## src/rtl/sap_ctrl_pkg.sv

```systemverilog
// Shared constants for the SAP control sequencer: control bit map,
// opcodes, T-states, bus-driver mask and per-opcode last microstep.
package sap_ctrl_pkg;

    localparam int OP_W = 4;
    localparam int T_W  = 3;
    localparam int CW_W = 16;

    localparam int CTL_HLT = 15;
    localparam int CTL_MI  = 14;
    localparam int CTL_RI  = 13;
    localparam int CTL_RO  = 12;
    localparam int CTL_IO  = 11;
    localparam int CTL_II  = 10;
    localparam int CTL_AI  = 9;
    localparam int CTL_AO  = 8;
    localparam int CTL_EO  = 7;
    localparam int CTL_SU  = 6;
    localparam int CTL_BI  = 5;
    localparam int CTL_OI  = 4;
    localparam int CTL_CE  = 3;
    localparam int CTL_CO  = 2;
    localparam int CTL_J   = 1;
    localparam int CTL_FI  = 0;

    localparam logic [CW_W-1:0] W_NONE = '0;
    localparam logic [CW_W-1:0] W_HLT  = 16'h0001 << CTL_HLT;
    localparam logic [CW_W-1:0] W_MI   = 16'h0001 << CTL_MI;
    localparam logic [CW_W-1:0] W_RI   = 16'h0001 << CTL_RI;
    localparam logic [CW_W-1:0] W_RO   = 16'h0001 << CTL_RO;
    localparam logic [CW_W-1:0] W_IO   = 16'h0001 << CTL_IO;
    localparam logic [CW_W-1:0] W_II   = 16'h0001 << CTL_II;
    localparam logic [CW_W-1:0] W_AI   = 16'h0001 << CTL_AI;
    localparam logic [CW_W-1:0] W_AO   = 16'h0001 << CTL_AO;
    localparam logic [CW_W-1:0] W_EO   = 16'h0001 << CTL_EO;
    localparam logic [CW_W-1:0] W_SU   = 16'h0001 << CTL_SU;
    localparam logic [CW_W-1:0] W_BI   = 16'h0001 << CTL_BI;
    localparam logic [CW_W-1:0] W_OI   = 16'h0001 << CTL_OI;
    localparam logic [CW_W-1:0] W_CE   = 16'h0001 << CTL_CE;
    localparam logic [CW_W-1:0] W_CO   = 16'h0001 << CTL_CO;
    localparam logic [CW_W-1:0] W_J    = 16'h0001 << CTL_J;
    localparam logic [CW_W-1:0] W_FI   = 16'h0001 << CTL_FI;

    localparam logic [CW_W-1:0] BUS_DRV_MASK =
        W_RO | W_IO | W_AO | W_EO | W_CO;

    localparam logic [OP_W-1:0] OP_NOP = 4'h0;
    localparam logic [OP_W-1:0] OP_LDA = 4'h1;
    localparam logic [OP_W-1:0] OP_ADD = 4'h2;
    localparam logic [OP_W-1:0] OP_SUB = 4'h3;
    localparam logic [OP_W-1:0] OP_STA = 4'h4;
    localparam logic [OP_W-1:0] OP_LDI = 4'h5;
    localparam logic [OP_W-1:0] OP_JMP = 4'h6;
    localparam logic [OP_W-1:0] OP_JC  = 4'h7;
    localparam logic [OP_W-1:0] OP_JZ  = 4'h8;
    localparam logic [OP_W-1:0] OP_OUT = 4'he;
    localparam logic [OP_W-1:0] OP_HLT = 4'hf;

    localparam logic [T_W-1:0] T0 = 3'd0;
    localparam logic [T_W-1:0] T1 = 3'd1;
    localparam logic [T_W-1:0] T2 = 3'd2;
    localparam logic [T_W-1:0] T3 = 3'd3;
    localparam logic [T_W-1:0] T4 = 3'd4;

    typedef enum logic {
        S_RUN  = 1'b0,
        S_HALT = 1'b1
    } halt_state_t;

    // Last microstep that carries a non-zero control word.
    function automatic logic [T_W-1:0] last_tstate(input logic [OP_W-1:0] op);
        logic [T_W-1:0] t;
        t = T1;
        case (op)
            OP_LDI, OP_JMP, OP_JC, OP_JZ, OP_OUT: t = T2;
            OP_LDA, OP_STA:                       t = T3;
            OP_ADD, OP_SUB, OP_HLT:               t = T4;
            default:                              t = T1;
        endcase
        return t;
    endfunction

endpackage

```

## src/rtl/sap_microcode_rom.sv

```systemverilog
// Combinational microcode: (opcode, tstate, flags) -> control word,
// plus a flag marking the opcode's last non-zero microstep.
module sap_microcode_rom
    import sap_ctrl_pkg::*;
(
    input  logic [OP_W-1:0] opcode,
    input  logic [T_W-1:0]  tstate,
    input  logic            flag_c,
    input  logic            flag_z,
    output logic [CW_W-1:0] ctrl_word,
    output logic            last_step
);

    // Fetch is shared; execute steps decode per opcode.
    always_comb begin
        ctrl_word = W_NONE;
        last_step = (tstate == last_tstate(opcode));
        case (tstate)
            T0: ctrl_word = W_CO | W_MI;
            T1: ctrl_word = W_RO | W_II | W_CE;
            default: begin
                case (opcode)
                    OP_LDA: begin
                        if (tstate == T2) ctrl_word = W_IO | W_MI;
                        if (tstate == T3) ctrl_word = W_RO | W_AI;
                    end
                    OP_ADD: begin
                        if (tstate == T2) ctrl_word = W_IO | W_MI;
                        if (tstate == T3) ctrl_word = W_RO | W_BI;
                        if (tstate == T4) ctrl_word = W_EO | W_AI | W_FI;
                    end
                    OP_SUB: begin
                        if (tstate == T2) ctrl_word = W_IO | W_MI;
                        if (tstate == T3) ctrl_word = W_RO | W_BI;
                        if (tstate == T4)
                            ctrl_word = W_EO | W_AI | W_SU | W_FI;
                    end
                    OP_STA: begin
                        if (tstate == T2) ctrl_word = W_IO | W_MI;
                        if (tstate == T3) ctrl_word = W_AO | W_RI;
                    end
                    OP_LDI: begin
                        if (tstate == T2) ctrl_word = W_IO | W_AI;
                    end
                    OP_JMP: begin
                        if (tstate == T2) ctrl_word = W_IO | W_J;
                    end
                    OP_JC: begin
                        if (tstate == T2 && flag_c) ctrl_word = W_IO | W_J;
                    end
                    OP_JZ: begin
                        if (tstate == T2 && flag_z) ctrl_word = W_IO | W_J;
                    end
                    OP_OUT: begin
                        if (tstate == T2) ctrl_word = W_AO | W_OI;
                    end
                    OP_HLT: begin
                        if (tstate == T2) ctrl_word = W_HLT;
                    end
                    default: ctrl_word = W_NONE;
                endcase
            end
        endcase
    end

endmodule

```

## src/rtl/sap_control_sequencer.sv

```systemverilog
// SAP microcode sequencer: T-state counter, halt FSM, reset sync.
// Optional SEQ_EARLY_END_EN: restart at T0 after an opcode's last step.
module sap_control_sequencer
    import sap_ctrl_pkg::*;
#(
    parameter int NUM_T = 5,
    parameter int OPC_W = 4
) (
    input  logic                     clk,
    input  logic                     rst,
    input  logic                     step,
    input  logic [OPC_W-1:0]         opcode,
    input  logic                     flag_c,
    input  logic                     flag_z,
    output logic [15:0]              ctrl_word,
    output logic [$clog2(NUM_T)-1:0] tstate,
    output logic                     halted
);

    localparam int TC_W = $clog2(NUM_T);
    localparam logic [TC_W-1:0] T_LAST = TC_W'(NUM_T - 1);

    logic [1:0]      rst_pipe;
    logic            rst_sync;
    logic [TC_W-1:0] t_q;
    logic [TC_W-1:0] t_d;
    halt_state_t     state_q;
    halt_state_t     state_d;
    logic [15:0]     rom_word;
    logic            last_step;

    assign rst_sync = rst_pipe[1];

    // Reset asserts immediately, releases two clk edges later.
    always_ff @(posedge clk or posedge rst) begin
        if (rst) rst_pipe <= 2'b11;
        else     rst_pipe <= {rst_pipe[0], 1'b0};
    end

    // Counter and halt state registers.
    always_ff @(posedge clk or posedge rst) begin
        if (rst) begin
            t_q     <= '0;
            state_q <= S_RUN;
        end else if (rst_sync) begin
            t_q     <= '0;
            state_q <= S_RUN;
        end else begin
            t_q     <= t_d;
            state_q <= state_d;
        end
    end

    // Next microstep and halt entry.
    always_comb begin
        t_d     = t_q;
        state_d = state_q;
        if (state_q == S_RUN && step) begin
            if (t_q == T2 && opcode == OP_HLT) begin
                state_d = S_HALT;
            end else if (t_q == T_LAST) begin
                t_d = '0;
`ifdef SEQ_EARLY_END_EN
            end else if (last_step) begin
                t_d = '0;
`endif
            end else begin
                t_d = t_q + 1'b1;
            end
        end
    end

`ifndef SEQ_EARLY_END_EN
    logic unused_last_step;
    assign unused_last_step = last_step;
`endif

    sap_microcode_rom u_rom (
        .opcode    (opcode),
        .tstate    (t_q),
        .flag_c    (flag_c),
        .flag_z    (flag_z),
        .ctrl_word (rom_word),
        .last_step (last_step)
    );

    assign halted    = (state_q == S_HALT);
    assign tstate    = t_q;
    assign ctrl_word = halted ? W_HLT : rom_word;

endmodule

```

## config.mk

```make
export PLATFORM = sky130hd
export DESIGN_NAME = sap_control_sequencer
export DESIGN_NICKNAME = d
export VERILOG_FILES = /design/src/rtl/sap_ctrl_pkg.sv /design/src/rtl/sap_microcode_rom.sv /design/src/rtl/sap_control_sequencer.sv
export SDC_FILE = /design/constraint.sdc
export NUM_CORES = 1
export LEC_CHECK = 0
export ABC_CLOCK_PERIOD_IN_PS = 2300
export CAP_MARGIN = 20
export CORE_MARGIN = 2
export CORE_UTILIZATION = 39
export DETAILED_ROUTE_END_ITERATION = 8
export PLACE_DENSITY = 0.83
export REMOVE_ABC_BUFFERS = 1
export SYNTH_ARGS = -nofsm -noshare
export SYNTH_HDL_FRONTEND = slang
export SYNTH_SLANG_ARGS = --single-unit
export TNS_END_PERCENT = 100
```

## constraint.sdc

```tcl
create_clock -name clk -period 2.3 [get_ports clk]
set_clock_uncertainty 0.15 [all_clocks]
set_input_delay 0.575 -clock clk [delete_from_list [all_inputs] [get_ports clk]]
set_output_delay 0.575 -clock clk [all_outputs]
set_load 0.03 [all_outputs]
```

==> summary.md, run 1 <==
| Metric | Value |
|---|---|
| H-tree Lvls | `1` |
| Final critical-path share of the clock period | `1.21` |
| Initial DRC count | `28` |
| Via count | `972` |
| Sum Neg Setup Slack | `-3.89 ns` |
| Critical path capture point type | `output pin` |
| Final min period | `around 2.8 ns` |
| Cell variety after synth | `between 40 and 50` |
| Post-Synth Simple-Gate Area | `0.376` |
| First-pass GRT wire length | `about 4500 um` |
| Top post-synthesis cells by count | `inv_1 (7), nand2_1 (7), ha_1 (5)` |
| Hold Crit Class | `reg -> reg` |
| Total grt overflow | `0` |
| F_max | `0.360 GHz` |
| R2r endpoint | `tstate[0]` |
| Fin. Hold Viols | `0` |
| TritonCTS clock tree | `done` |
| Post-synth top area share | `0.130` |
| Clock Pin Slew Worst Setup and Hold Paths | `0.06 ns` |
| Leakage | `0.729 nW` |
| Sink Count | `6` |
| Syn Area/Cell | `approximately 8.7 um2` |
| Cell Area, Synth | `769 um2` |
| Maximum vdd drop | `0.347 mV` |
| Drt first pass iters | `4` |
| Final GP Congestion | `between 0.9 and 1` |
| Number of top-level pins | `29` |
| Ys async rst share | `1.00` |
| Fillcell total | `106` |
| Critical Path RT | `between 1.5 and 2 ns` |
| Synth Area in Compound Gates | `0.190` |
| Routed wire per std cell | `~18 um` |
| Synth area leader | `dfrtp_1` |
| Synth area leaders | `dfrtp_1 (13%), ha_1 (8.1%), dfstp_2 (6.8%), mux2i_1 (3.9%), a311oi_4 (3.4%)` |
| GRT Total Usage | `0.247` |
| Critical Path Start Type | `flop` |
| Dpl hpwl | `between 1500 and 2000 um` |
| # diodes | `0` |
| Die W | `48.4 um` |
| Crit. Startpoint | `tstate[0]` |
| Port buffer count | `28` |
| Largest family of logic cells by synthesized area | `simple AND/OR/NAND/NOR gates` |
| CTS Buf Count | `3` |
| Status | `finished, violations left` |
| CTS Root Cell | `clkbuf_4` |
| Crit-path slowest cell | `or4b_4` |
| RSZ-0062 raised after global routing | `true` |
| Die Span Y | `48.4 um` |
| # DRC | `0` |
| Sequential area share after synthesis | `0.198` |
| DIE AREA | `2340 um2` |
| Worst path max stage delay | `between 0.5 and 0.6 ns` |
| Critical path class | `reg -> out` |
| Site Rows | `16` |
| Max-cap viol count | `0` |
| XOR/XNOR share of the synthesized area | `0` |
| Synth Instances | `88` |
| Flip-flop and latch area | `around 150 um2` |
| Yosys reg bits | `6` |
| Crit path cell chain | `ha_2, ha_4, or4b_4, nor4_4, a21o_1, buf_6` |
| Largest net degree at the start of global routing | `9` |
| Top FF cell, synth | `dfrtp_1` |
| Endpoints failing setup | `13` |
| Core area | `1900 um2` |
| Detail Route Antenna Nets | `0` |
| Setup crit end | `ctrl_word[14]` |
| Total power | `0.539 mW` |
| Post-synth EDFFs | `0` |
| Fraction of synthesized area in multiplexers | `0.0390` |
| Critical path arrival | `2.05 ns` |
| Initial antenna violation count | `0` |
| Skew-Pair Late Insertion Delay | `0.26 ns` |
| Initial Utilization | `0.405` |
| Failing checks | `setup timing` |
| Syn-to-layout area delta | `98.4%` |
| Power per cell area | `approximately 350 nW/um2` |
| Worst r2r path cells | `9` |
| CP Max Fanout | `4` |
| R2R setup slack | `0.08 ns` |
| Ys Warns | `0` |
| Share of cells above drive strength 1 | `0.638` |
| Vias per inst | `5.52` |
| Fin nets | `164` |
| Synth Area in Adders | `0.0813` |
| Max Slew Vio Count | `0` |
| Vias in the first global route | `940` |
| Final WL | `around 3300 um` |
| Clock buffer depth | `2` |
| Reg-to-reg startpoint | `tstate[0]` |
| Area of the multi-input gates | `around 700 um2` |
| Worst setup margin | `-0.475 ns` |
## per-layer routing
layer  track usage  part of all wire  vias to the layer above
met5             0                 0                        -
met4        0.0905             0.015                        0
met3        0.0370             0.047                        7
met2         0.486              0.55                       45
met1         0.261              0.39                      478
li1              -                 -                      442
## worst min-delay path by stage
stage                           start          end  depth (start not counted)
after floorplan           rst_pipe[0]  rst_pipe[1]                          0
after global placement    rst_pipe[0]  rst_pipe[1]                          0
after detailed placement  rst_pipe[0]  rst_pipe[1]                          0
after CTS                 rst_pipe[0]  rst_pipe[1]                          0
after global routing      rst_pipe[0]  rst_pipe[1]                          0
final                     rst_pipe[0]  rst_pipe[1]                          0
## power breakdown
part | leakage [nW] | total, mW | internal, mW | switching (mW)
clock | 0.0150 | 0.109 | 0.0660 | 0.0428
combinational | 0.640 | 0.308 | 0.149 | 0.159
sequential | 0.0741 | 0.122 | 0.114 | 0.00809
total | 0.729 | 0.539 | 0.329 | 0.210
## layout make-up
| cell class | instances | share of cell area |
|---|---|---|
| timing repair buffer | 63 | 0.370 |
| tap | 27 | 0.0221 |
| multi-input combinational | 68 | 0.470 |
| sequential | 6 | 0.101 |
| inverter | 8 | 0.0197 |
| clock buffer | 4 | 0.0172 |
## per-stage QoR
step                      hold WS (ns)   util  worst slack (ns)  instance area, um2  std cells
after floorplan                  0.195      -            -0.885                 714         82
after global placement           0.197  0.632            -0.744                1200        165
after detailed placement         0.200  0.632            -0.775                1200        165
after CTS                        0.206  0.756            -0.458                1440        175
after global routing             0.211  0.803            -0.542                1530        176
final                            0.204  0.803            -0.475                1530        176
## sequential cells by signal, summed over array words and instances (netlist names)
register	cells
halted	1
tstate	3
rst_pipe	2
## cells by family after synthesis
family          count (synthesis)
buf+inv                        14
mux                             3
simple gates                   43
flops                           6
fa+ha+maj                       5
compound gates                 16
other cells                     1
## critical path, delay by kind of cell, from the launching register on
| family | cells | cell delay (ns) |
|---|---|---|
| simple gates | 2 | 0.68 |
| compound gates | 1 | 0.16 |
| fa+ha+maj | 2 | 0.38 |
| buf+inv | 1 | 0.13 |
| flops | 1 | 0.45 |
## placed cells by master (no fill, tap or decap), types with 2 or more instances in the layout
cell / Yosys / routed
ha_4: 0 / 4
or4b_4: 1 / 2
a211oi_2: 1 / 2
dfstp_2: 2 / 2
clkdlybuf4s50_1: 0 / 4
buf_4: 2 / 37
mux2i_1: 3 / 3
and3_1: 4 / 4
dlymetal6s2s_1: 0 / 4
clkdlybuf4s15_2: 0 / 2
nand2_1: 7 / 5
a21oi_2: 0 / 2
buf_6: 1 / 15
nor3_2: 1 / 3
and3b_1: 3 / 2
a21oi_1: 4 / 2
and2b_1: 2 / 2
inv_1: 7 / 4
nand2b_1: 4 / 4
clkbuf_4: 0 / 3
inv_2: 1 / 4
nand2_2: 1 / 2
dfrtp_1: 4 / 3
nor2_1: 4 / 3
## repair_timing
item,CTS,global route
hold buffers,0,0
endpoints found under the hold margin,0,0
endpoints found under the setup margin,13,18
gates resized for setup,53,24
pin swaps,9,4
setup buffers,6,1
No activity file was read; power rests on OpenSTA's default activity.
==> inputs of run 2 (changes only) <==
--- a/config.mk
+++ b/config.mk
@@ -7,10 +7,12 @@
 export LEC_CHECK = 0
 export ABC_CLOCK_PERIOD_IN_PS = 2300
 export CAP_MARGIN = 20
+export CORE_ASPECT_RATIO = 0.8
 export CORE_MARGIN = 2
-export CORE_UTILIZATION = 39
+export CORE_UTILIZATION = 41
+export CTS_BUF_LIST = sky130_fd_sc_hd__clkbuf_4
 export DETAILED_ROUTE_END_ITERATION = 8
-export PLACE_DENSITY = 0.83
+export PLACE_DENSITY = 0.86
 export REMOVE_ABC_BUFFERS = 1
 export SYNTH_ARGS = -nofsm -noshare
 export SYNTH_HDL_FRONTEND = slang
==> summary.md, run 2 (synthesis results as in run 1) <==
| Metric | Value |
|---|---|
| Critical Path Start Type | `flop` |
| Max Slew Vio Count | `0` |
| Status | `finished, violations left` |
| CTS Root Cell | `clkbuf_4` |
| Commonest non-fill, non-tap cell in the layout | `buf_4` |
| Number of top-level pins | `29` |
| Share of cells above drive strength 1 | `0.636` |
| Total grt overflow | `0` |
| Largest net degree at the start of global routing | `9` |
| Initial Utilization | `0.455` |
| R2r endpoint | `tstate[1]` |
| Final GP Congestion | `0.817` |
| WHS Endpoint | `rst_pipe[1]` |
| CTS Buf Count | `3` |
| Area of the multi-input gates | `746 um2` |
| First-pass GRT wire length | `5150 um` |
| Hold Crit Start | `rst_pipe[0]` |
| Max-cap viol count | `0` |
| Endpoints failing setup | `14` |
| Vias per inst | `between 6 and 7` |
| Via count | `1128` |
| Final critical-path share of the clock period | `1.23` |
| Post-route insts no fill | `176` |
| Worst setup margin | `-0.525 ns` |
| Critical path class | `reg -> out` |
| GRT Total Usage | `0.315` |
| DIE AREA | `2240 um2` |
| Hold Path Depth | `0` |
| Fin util | `0.952` |
| Critical Path RT | `about 1.6 ns` |
| Sink Count | `6` |
| # diodes | `0` |
| R2R setup slack | `0.36 ns` |
| Final WL | `4120 um` |
| Clock Pin Slew Worst Setup and Hold Paths | `0.05 ns` |
| # DRC | `0` |
| Die Span Y | `42.8 um` |
| Leakage | `0.742 nW` |
| Hold Crit Class | `reg -> reg` |
| Vias in the first global route | `between 1000 and 1500` |
| Drt first pass iters | `4` |
| Reg-to-reg startpoint | `tstate[1]` |
| RSZ-0062 raised after global routing | `true` |
| Most frequent cells in the layout | `buf_4 (34), buf_6 (21), nand2_1 (7), clkdlybuf4s50_1 (7)` |
| Initial DRC count | `33` |
| Site Rows | `13` |
| Port buffer count | `28` |
| F_max | `0.354 GHz` |
| Routed wire per std cell | `23.4 um` |
| Failing checks | `setup timing` |
| Maximum vdd drop | `0.518 mV` |
| Flip-flop and latch area | `155 um2` |
| Fillcell total | `between 40 and 50` |
| Worst Hold Slack | `0.214 ns` |
| Final min period | `2.83 ns` |
| Fin nets | `169` |
| TritonCTS clock tree | `done` |
| Fin. Hold Viols | `0` |
| Placed insts | `between 150 and 200` |
| Syn-to-layout area delta | `109%` |
| Clock buffer depth | `2` |
| Critical path capture point type | `output pin` |
| Initial antenna violation count | `0` |
| Skew-Pair Late Insertion Delay | `0.25 ns` |
| Max FFs per register | `3` |
| H-tree Lvls | `1` |
| Power per cell area | `around 360 nW/um2` |
| Pre-CTS setup slack | `-0.802 ns` |
| Core area | `1690 um2` |
| Dpl hpwl | `1870 um` |
| Critical path arrival | `2.10 ns` |
| CP Max Fanout | `4` |
| Worst r2r path cells | `6` |
| Cts hold-fix bufs | `0` |
| Detail Route Antenna Nets | `0` |
| Die W | `52.4 um` |
-- run 2: cell count changes in the layout (fill, tap and decap cells not counted), sizes merged --
| cell | previous run | this run |
|---|---|---|
| buf | 52 | 57 |
| clkdlybuf4s50 | 4 | 7 |
| dlymetal6s2s | 4 | 1 |
-- run 2: worst max-delay path, cell delays in order, from the launching register on --
cell	delay, ns
dfrtp_2	0.46
ha_4	0.19
ha_4	0.17
buf_6	0.11
buf_6	0.10
a2111o_1	0.39
a211oi_2	0.23
buf_4	0.19
-- run 2: worst max path at each step --
stage | start | end | cells after the start
final | tstate[1] | ctrl_word[11] | 7
after global routing | tstate[1] | ctrl_word[11] | 7
after CTS | tstate[0] | ctrl_word[14] | 6
after detailed placement | opcode[1] | ctrl_word[1] | 5
after global placement | opcode[1] | ctrl_word[1] | 5
after floorplan | tstate[0] | ctrl_word[5] | 5
-- run 2: cell type report --
class,instances,area share
tap,22,0.0171
inverter,8,0.0202
sequential,6,0.0963
multi-input combinational,68,0.463
timing repair buffer,68,0.385
clock buffer,4,0.0186
-- run 2: timing repair --
item,CTS,global route
setup endpoints to repair,13,16
pin swaps,12,11
gates resized for setup,51,35
setup buffers,7,6
-- run 2: metal layers --
| layer | vias to the layer above | wire length [um] | global-route usage |
|---|---|---|---|
| li1 | 456 | - | - |
| met1 | 541 | 1390 | 0.341 |
| met2 | 95 | 2030 | 0.560 |
| met3 | 36 | 343 | 0.0423 |
| met4 | 0 | 358 | 0.205 |
| met5 | - | 0 | 0 |
-- run 2: through the flow --
step           total power [mW]  setup TNS, ns  instance area, um2
4_1_cts                   0.508          -4.84                1460
5_1_grt                   0.601          -6.30                1610
6_report                  0.574          -5.38                1610
3_5_place_dp              0.341          -8.46                1200
3_3_place_gp              0.335          -7.29                1200
2_1_floorplan             0.230          -5.35                 714
-- run 2: power breakdown --
group          total (mW)  internal (mW)  switching (mW)
logic               0.325          0.158           0.167
clock network       0.123         0.0780          0.0453
registers           0.126          0.114          0.0116
total               0.574          0.350           0.224
==> inputs of run 3 (changes only) <==
==> constraint.sdc (replaced) <==
create_clock -name clk -period 2.3 [get_ports clk]
set_clock_uncertainty 0.15 [all_clocks]
set_input_delay 0.345 -clock clk [delete_from_list [all_inputs] [get_ports clk]]
set_output_delay 0.345 -clock clk [all_outputs]
set_load 0.03 [all_outputs]
==> summary.md, run 3 (synthesis results as in run 1) <==
| Metric | Value |
|---|---|
| Sum Neg Setup Slack | `-1.62 ns` |
| Area after DPL | `1190 um2` |
| Maximum vdd drop | `0.428 mV` |
| Initial DRC count | `25` |
| Measured slew at the worst slew-check pin | `0.632 ns` |
| Worst setup margin | `-0.234 ns` |
| Fin. Hold Viols | `0` |
| Endpoints failing setup | `11` |
| Total grt overflow | `0` |
| Skew-Pair Late Insertion Delay | `0.24 ns` |
| Final WL | `2600 um` |
| Largest net degree at the start of global routing | `9` |
| Critical Path Start Type | `flop` |
| Critical Path RT | `1.80 ns` |
| Share of cells above drive strength 1 | `0.538` |
| Initial Utilization | `0.455` |
| Most frequent cells in the layout | `buf_4 (32), buf_6 (12), clkdlybuf4s50_1 (8), nand2_1 (7), dlygate4sd2_1 (6)` |
| # diodes | `0` |
| Clock buffer depth | `2` |
| Power per cell area | `356 nW/um2` |
| Final critical-path share of the clock period | `1.10` |
| Detail Route Antenna Nets | `0` |
| Fin util | `0.842` |
| Critical path arrival | `approximately 2 ns` |
| Commonest non-fill, non-tap cell in the layout | `buf_4` |
| Die Span Y | `42.8 um` |
| Clock Pin Slew Worst Setup and Hold Paths | `~0.050 ns` |
| Failing checks | `setup timing` |
| Hold Crit Class | `in -> async` |
| Vias per inst | `5.46` |
| H-tree Lvls | `1` |
| Max FFs per register | `3` |
| DIE AREA | `2240 um2` |
| Critical path capture point type | `output pin` |
| Die W | `52.4 um` |
| Fin nets | `160` |
| Via count | `912` |
| F_max | `0.395 GHz` |
| Initial antenna violation count | `0` |
| Critical path class | `reg -> out` |
| First-pass GRT wire length | `approximately 4400 um` |
| Number of top-level pins | `29` |
| Drt first pass iters | `4` |
| CTS Buf Count | `3` |
| Leakage | `approximately 0.67 nW` |
| Site Rows | `13` |
| Max Slew Vio Count | `0` |
| Syn-to-layout area delta | `85.2%` |
| CTS Root Cell | `clkbuf_4` |
| Vias in the first global route | `975` |
| RSZ-0062 raised after global routing | `true` |
| Status | `finished, violations left` |
| Sink Count | `6` |
| Core area | `1690 um2` |
| Worst slew margin | `0.575` |
| Max-cap viol count | `0` |
| Final GP Congestion | `0.825` |
| Fillcell total | `96` |
| Final min period | `2.53 ns` |
| Port buffer count | `28` |
| CP Max Fanout | `4` |
| # DRC | `0` |
| Routed wire per std cell | `15.6 um` |
| TritonCTS clock tree | `done` |
| Finished Cell Area | `about 1400 um2` |
| Worst Hold Slack | `0.173 ns` |
| GRT Total Usage | `0.259` |
| Dpl hpwl | `slightly below 2000 um` |
run 3: worst paths after layout:
check / from / end / slack (ns) / depth (start not counted)
setup / recovery: tstate[1] / ctrl_word[13] / -0.23 / 7
setup reg to reg: tstate[1] / tstate[1] / 0.33 / 6
hold / removal: rst / tstate[1] / 0.17 / 2
hold reg to reg: rst_pipe[0] / rst_pipe[1] / 0.21 / 0
max in group asynchronous: rst / rst_pipe[0] / 1.57 / 2
min in group clk: rst_pipe[0] / rst_pipe[1] / 0.21 / 0
run 3: through the flow:
step,instances,setup WS [ns],power (mW)
2_1_floorplan,82,-0.655,0.230
3_3_place_gp,159,-0.300,0.337
3_5_place_dp,159,-0.397,0.345
4_1_cts,167,-0.245,0.499
5_1_grt,167,-0.327,0.538
6_report,167,-0.234,0.508
run 3: layout make-up:
cell class / instances / area, um2 / share of cell area
well taps: 22 / 27.5 / 0.0193
repair buffers: 59 / 520 / 0.365
flip-flops and latches: 6 / 154 / 0.108
inverters: 8 / 30.0 / 0.0211
multi-input cells: 68 / 663 / 0.465
clock buffers: 4 / 30.0 / 0.0211
run 3: power breakdown:
part | internal (mW) | switching, mW | leakage (nW) | total, mW
registers | 0.114 | 0.00830 | 0.0741 | 0.122
clock network | 0.0776 | 0.0403 | 0.0184 | 0.118
logic | 0.130 | 0.137 | 0.573 | 0.268
run 3: timing repair:
| item | in CTS | in global routing |
|---|---|---|
| hold buffers | 0 | 0 |
| endpoints found under the hold margin | 0 | 0 |
| pin swaps | 6 | 2 |
| endpoints found under the setup margin | 14 | 14 |
| setup buffers | 5 | 0 |
| resized for setup | 39 | 13 |
| cloned | 0 | 0 |
run 3: layer usage:
metal  vias to the layer above  GRT usage  wire length (um)
met3                         6     0.0352               124
met4                         0      0.113                22
li1                        436          -                 -
met1                       435      0.295              1040
met2                        35      0.470              1420
met5                         -          0                 0
run 3: critical path, stage by stage (launching register included):
cell and delay, ns:
dfrtp_1 0.41, inv_2 0.08, ha_2 0.20, o21bai_4 0.13
buf_6 0.12, or4b_4 0.50, nor3_4 0.19, buf_6 0.15
